## src/rtl/branch_predictor.sv

```systemverilog
// ---------------------------------------------------------------------------
// branch_predictor
//   Direct-mapped branch target buffer with saturating direction counters.
//   It gives fetch a same-cycle taken/target prediction, and MEM writes back
//   the resolved outcome of each conditional branch.
//   MODE=0 indexes by PC only (bimodal). MODE=1 XORs the index with a
//   non-speculative global history register (gshare).
//
// Ports
//   CLK              in   clock, all state changes on the rising edge
//   RST              in   synchronous active-high reset
//   fetch_pc         in   PC being fetched
//   pred_hit         out  valid entry with matching tag (combinational)
//   pred_taken       out  pred_hit and counter MSB set
//   pred_target      out  stored target on a hit, else 0
//   lookup_ghr       out  history used for this lookup (0 in MODE=0)
//   upd_en           in   resolved branch in MEM this cycle
//   upd_pc           in   PC of the resolved branch
//   upd_taken        in   actual direction
//   upd_target       in   actual target
//   upd_ghr          in   lookup_ghr snapshot carried with the branch
//   upd_mispredict   in   pipeline saw a wrong prediction for this branch
//   stat_updates     out  saturating count of upd_en cycles
//   stat_mispredicts out  saturating count of upd_en && upd_mispredict cycles
// ---------------------------------------------------------------------------
module branch_predictor #(
    parameter int ENTRIES = 16,
    parameter int CNT_W   = 2,
    parameter int MODE    = 0,
    parameter int GHR_W   = 4
) (
    input  logic             CLK,
    input  logic             RST,
    input  logic [31:0]      fetch_pc,
    output logic             pred_hit,
    output logic             pred_taken,
    output logic [31:0]      pred_target,
    output logic [GHR_W-1:0] lookup_ghr,
    input  logic             upd_en,
    input  logic [31:0]      upd_pc,
    input  logic             upd_taken,
    input  logic [31:0]      upd_target,
    input  logic [GHR_W-1:0] upd_ghr,
    input  logic             upd_mispredict,
    output logic [31:0]      stat_updates,
    output logic [31:0]      stat_mispredicts
);

    localparam int IDX_W = $clog2(ENTRIES);
    localparam int TAG_W = 32 - IDX_W - 2;

    localparam logic [CNT_W-1:0] CNT_MAX = {CNT_W{1'b1}};
    localparam logic [CNT_W-1:0] CNT_WNT = {1'b0, {(CNT_W-1){1'b1}}};
    localparam logic [CNT_W-1:0] CNT_WT  = {1'b1, {(CNT_W-1){1'b0}}};

    // Table storage
    logic             valid_q [ENTRIES];
    logic [TAG_W-1:0] tag_q   [ENTRIES];
    logic [31:0]      tgt_q   [ENTRIES];
    logic [CNT_W-1:0] cnt_q   [ENTRIES];

    logic [GHR_W-1:0] ghr_q, ghr_d;
    logic [31:0]      stat_upd_q, stat_upd_d;
    logic [31:0]      stat_mis_q, stat_mis_d;

    // Word-aligned PC bits never select an entry.
    logic unused_pc_lsbs;
    assign unused_pc_lsbs = ^{fetch_pc[1:0], upd_pc[1:0]};

    function automatic logic [IDX_W-1:0] calc_idx(input logic [31:0] pc,
                                                  input logic [GHR_W-1:0] hist);
        logic [IDX_W-1:0] idx;
        idx = pc[IDX_W+1:2];
        if (MODE == 1) begin
            idx = idx ^ IDX_W'(hist);
        end
        return idx;
    endfunction

    function automatic logic [CNT_W-1:0] cnt_inc(input logic [CNT_W-1:0] c);
        return (c == CNT_MAX) ? c : c + 1'b1;
    endfunction

    function automatic logic [CNT_W-1:0] cnt_dec(input logic [CNT_W-1:0] c);
        return (c == '0) ? c : c - 1'b1;
    endfunction

    function automatic logic [31:0] stat_inc(input logic [31:0] s);
        return (s == 32'hFFFF_FFFF) ? s : s + 32'd1;
    endfunction

    // Lookup: purely combinational, reads pre-update contents (no bypass).
    logic [IDX_W-1:0] lk_idx;
    logic [TAG_W-1:0] lk_tag;

    assign lk_idx      = calc_idx(fetch_pc, ghr_q);
    assign lk_tag      = fetch_pc[31:IDX_W+2];
    assign pred_hit    = valid_q[lk_idx] && (tag_q[lk_idx] == lk_tag);
    assign pred_taken  = pred_hit && cnt_q[lk_idx][CNT_W-1];
    assign pred_target = pred_hit ? tgt_q[lk_idx] : 32'd0;
    assign lookup_ghr  = ghr_q;

    // Update decode: one entry at most is written per cycle.
    logic [IDX_W-1:0] up_idx;
    logic [TAG_W-1:0] up_tag;
    logic             up_hit;
    logic             ent_we;
    logic             ent_valid_d;
    logic [TAG_W-1:0] ent_tag_d;
    logic [31:0]      ent_tgt_d;
    logic [CNT_W-1:0] ent_cnt_d;

    assign up_idx = calc_idx(upd_pc, upd_ghr);
    assign up_tag = upd_pc[31:IDX_W+2];
    assign up_hit = valid_q[up_idx] && (tag_q[up_idx] == up_tag);

    always_comb begin
        ent_we      = 1'b0;
        ent_valid_d = valid_q[up_idx];
        ent_tag_d   = tag_q[up_idx];
        ent_tgt_d   = tgt_q[up_idx];
        ent_cnt_d   = cnt_q[up_idx];
        ghr_d       = ghr_q;
        stat_upd_d  = stat_upd_q;
        stat_mis_d  = stat_mis_q;

        if (upd_en) begin
            stat_upd_d = stat_inc(stat_upd_q);
            if (upd_mispredict) begin
                stat_mis_d = stat_inc(stat_mis_q);
            end
            // History is only ever advanced by resolved branches.
            if (MODE == 1) begin
                ghr_d = (ghr_q << 1) | GHR_W'(upd_taken);
            end

            if (up_hit) begin
                ent_we = 1'b1;
                if (upd_taken) begin
                    ent_cnt_d = cnt_inc(cnt_q[up_idx]);
                    ent_tgt_d = upd_target;
                end else begin
                    ent_cnt_d = cnt_dec(cnt_q[up_idx]);
                end
            end else if (upd_taken) begin
                // Only taken branches earn a slot; a not-taken miss leaves it alone.
                ent_we      = 1'b1;
                ent_valid_d = 1'b1;
                ent_tag_d   = up_tag;
                ent_tgt_d   = upd_target;
                ent_cnt_d   = CNT_WT;
            end
        end
    end

    always_ff @(posedge CLK) begin
        if (RST) begin
            for (int i = 0; i < ENTRIES; i++) begin
                valid_q[i] <= 1'b0;
                tag_q[i]   <= '0;
                tgt_q[i]   <= '0;
                cnt_q[i]   <= CNT_WNT;
            end
            ghr_q      <= '0;
            stat_upd_q <= '0;
            stat_mis_q <= '0;
        end else begin
            if (ent_we) begin
                valid_q[up_idx] <= ent_valid_d;
                tag_q[up_idx]   <= ent_tag_d;
                tgt_q[up_idx]   <= ent_tgt_d;
                cnt_q[up_idx]   <= ent_cnt_d;
            end
            ghr_q      <= ghr_d;
            stat_upd_q <= stat_upd_d;
            stat_mis_q <= stat_mis_d;
        end
    end

    assign stat_updates     = stat_upd_q;
    assign stat_mispredicts = stat_mis_q;

endmodule

```

## config.mk

```make
export PLATFORM = sky130hd
export DESIGN_NAME = branch_predictor
export DESIGN_NICKNAME = d
export VERILOG_FILES = /design/src/rtl/branch_predictor.sv
export SDC_FILE = /design/constraint.sdc
export NUM_CORES = 2
export LEC_CHECK = 0
export ABC_AREA = 1
export CAP_MARGIN = 20
export CORE_MARGIN = 1
export CORE_UTILIZATION = 56
export DETAILED_ROUTE_END_ITERATION = 16
export HOLD_SLACK_MARGIN = 0.12
export PLACE_DENSITY = 0.77
export SKIP_CTS_REPAIR_TIMING = 1
export SYNTH_ARGS = -nofsm -noshare
export SYNTH_HDL_FRONTEND = slang
export SYNTH_SLANG_ARGS = --single-unit
```

## constraint.sdc

```tcl
create_clock -name CLK -period 3.4 [get_ports CLK]
set_clock_uncertainty 0.05 [all_clocks]
set_input_delay 0.51 -clock CLK [delete_from_list [all_inputs] [get_ports CLK]]
set_output_delay 0.51 -clock CLK [all_outputs]
set_load 0.02 [all_outputs]
```

==> reports/metrics.cfg <==
[outcome]
outcome=finished, violations left
violations=negative setup slack

[clocking]
cts-root-buf=clkbuf_16
htreeDepth=3
clk_latency_ns=0.72
path_clk_slew_ns=0.06
clock_sinks=1040
cts_buffers=107
cts_tree=done
clock_path_buffers=3

[routing]
wl_met2_um=82200
drc=0
ant_nets=0
wl_met1_um=65400
routedWlPerCell_um=25.0
postRouteWirelength_um=192000
drt_pass1_iterations=7
drt_iter0_drc=7611
dr_wl_met3_um=31200
top_layer=met5
vias_per_cell=6.31
vias=48500

[global_route]
overflow=0
grt_max_degree=81
grt_pass1_vias=45900
grt_pass1_wl_um=277000
track_usage_pct=39.0
antenna_found_initial=10

[power]
p_leak_nw=25.3
peakVddDrop_mv=0.562
power.density_nw_per_um2=478

[worst_setup_path]
crit_path_end_kind=primary output
critPathArrivalTime_ns=3.23
worstSetupStartpointType=flip-flop
rrSetupSlack_ns=0.23
worstSetupPathType=flip-flop to primary output
crit_required_ns=2.84
crit_fanout=8

[sta]
maxSlewViolCount=0
rsz0062_at_grt=true
post-route-min-period_ns=3.79
finalHoldViolCount=0
tns_ns=-7.43
worst_slew_pin_slew_ns=1.24
fin_hold_ws_ns=0.402
post-route-period-util_pct=111
slew_headroom_pct=16.8
fmax_ghz=0.264
setup_viol=34
worst_slack_ns=-0.387

[yosys]
ys_top_cells_by_count=1549 x nand2_1, 1121 x nor2_1, 976 x edfxtp_1
synth_edf_count=976
yosysSeqAreaShare_pct=57.5
syn_area_per_cell_um2=8.84
synth.distinct_cells=50
synthTopCellsByArea=edfxtp_1 55%, nand2_1 11%, nor2_1 7.9%
ys_async_sr_fraction_pct=0
synth_area_leader_cell=edfxtp_1
synth.most_common_cell=nand2_1
netlist.area_leader.share_pct=55.1
synthCells=6022
ys_ff_latch=1040
ys_warn_count=0
synth-main-ff-cell=edfxtp_1
syn_area_um2=53200

[final_layout]
nets=6440
utilization_pct=68.4
area_delta_synth_final_pct=20.4
stdcell_area_um2=64100
fin_cells=7684
drive_gt1_share_pct=14.9

[floorplan]
rows=112
die_w_um=310
core_area_um2=93700
ios=207
dieArea_um2=96300
die_h_um=310
start_util_pct=56.8

[placement]
dp_hpwl_um=118000
place_inst=7460
place_congestion=1.04
dpl_cell_area_um2=59800
numPortBuffers=194

[flow_run]
cap_violations=0

[min_path]
hold_class=input pin to flip-flop

[state kept, by name, summed over array words and instances (netlist names)]
register          cells
valid_q              16
tgt_q               512
cnt_q                32
stat_updates         32
stat_mispredicts     32
tag_q               416
[layer usage]
metal  track usage (%)  vias up
met5             0.758        -
met4              23.2        6
met3              12.0      885
met2              57.7     4106
met1              50.4    22500
li1                  -    21000
[power by group]
part / switching, mW / internal [mW]
combinational: 2.71 / 1.34
clock: 5.20 / 6.68
sequential: 0.208 / 14.5
total: 8.12 / 22.5
[cell usage in the layout (no fill, tap or decap), types with 115 or more instances in the layout]
cell             count
nand2_1           1505
nor2_1            1109
edfxtp_1           976
a21oi_1            382
buf_4              316
inv_1              312
o21ai_0            269
nor2_2             154
clkdlybuf4s50_1    153
nand3_1            148
buf_12             146
a221oi_1           123
clkbuf_16          115
[worst max-delay path, cell delays in order, from the launching register on]
cell      delay (ns)
edfxtp_1        0.40
o21ai_0         0.18
o22ai_1         0.11
o21ai_2         0.27
nand2_1         0.11
nand2_2         0.09
buf_6           0.09
o22ai_2         0.05
inv_1           0.09
nand2_2         0.07
nor2_4          0.11
nand3_4         0.11
buf_12          0.17
buf_8           0.15
nor3_1          0.25
buf_2           0.23
[per-stage QoR]
stage                     power, mW  setup slack (ns)
final                          30.7            -0.387
after global routing           31.3            -0.395
after CTS                      30.4            -0.944
after detailed placement       18.7            -0.802
after global placement         18.7            -0.693
after floorplan                17.0           -0.0105
[final timing paths]
| check | depth (start not counted) | startpoint | to |
|---|---|---|---|
| setup reg to reg | 17 | tag_q[9][21]$_SDFFCE_PN0P_ | tag_q[1][5]$_SDFFCE_PN0P_ |
| hold reg to reg | 2 | stat_mispredicts[4]$_SDFFE_PP0P_ | stat_mispredicts[4]$_SDFFE_PP0P_ |
| setup / recovery | 15 | tag_q[2][14]$_SDFFCE_PN0P_ | pred_target[24] |
| hold / removal | 3 | upd_en | stat_updates[0]$_SDFFE_PP0P_ |
[area by class of cell]
type | count | area, um^2
antenna | 8 | 20.0
clock buffer | 135 | 2900
clock inverter | 63 | 638
fill | 6836 | 29700
inverter | 325 | 1270
multi-input combinational | 4200 | 19700
sequential | 1040 | 30600
tap | 1254 | 1570
timing repair buffer | 657 | 7390
timing repair inverter | 2 | 22.5
[cell families (layout without fill, tap and decap cells)]
family | after synthesis | count (layout) | synth area share (%)
other | 1 | 12 | 0.00704
buffers and inverters | 785 | 1182 | 6.53
XOR/XNOR | 20 | 20 | 0.329
AO/OA/AOI/OAI | 1057 | 1057 | 11.7
flip-flops | 1040 | 1040 | 57.5
adder cells (fa/ha/maj) | 2 | 2 | 0.0470
AND/OR/NAND/NOR | 3117 | 3117 | 24.0
(Power assumes the default switching activity.)
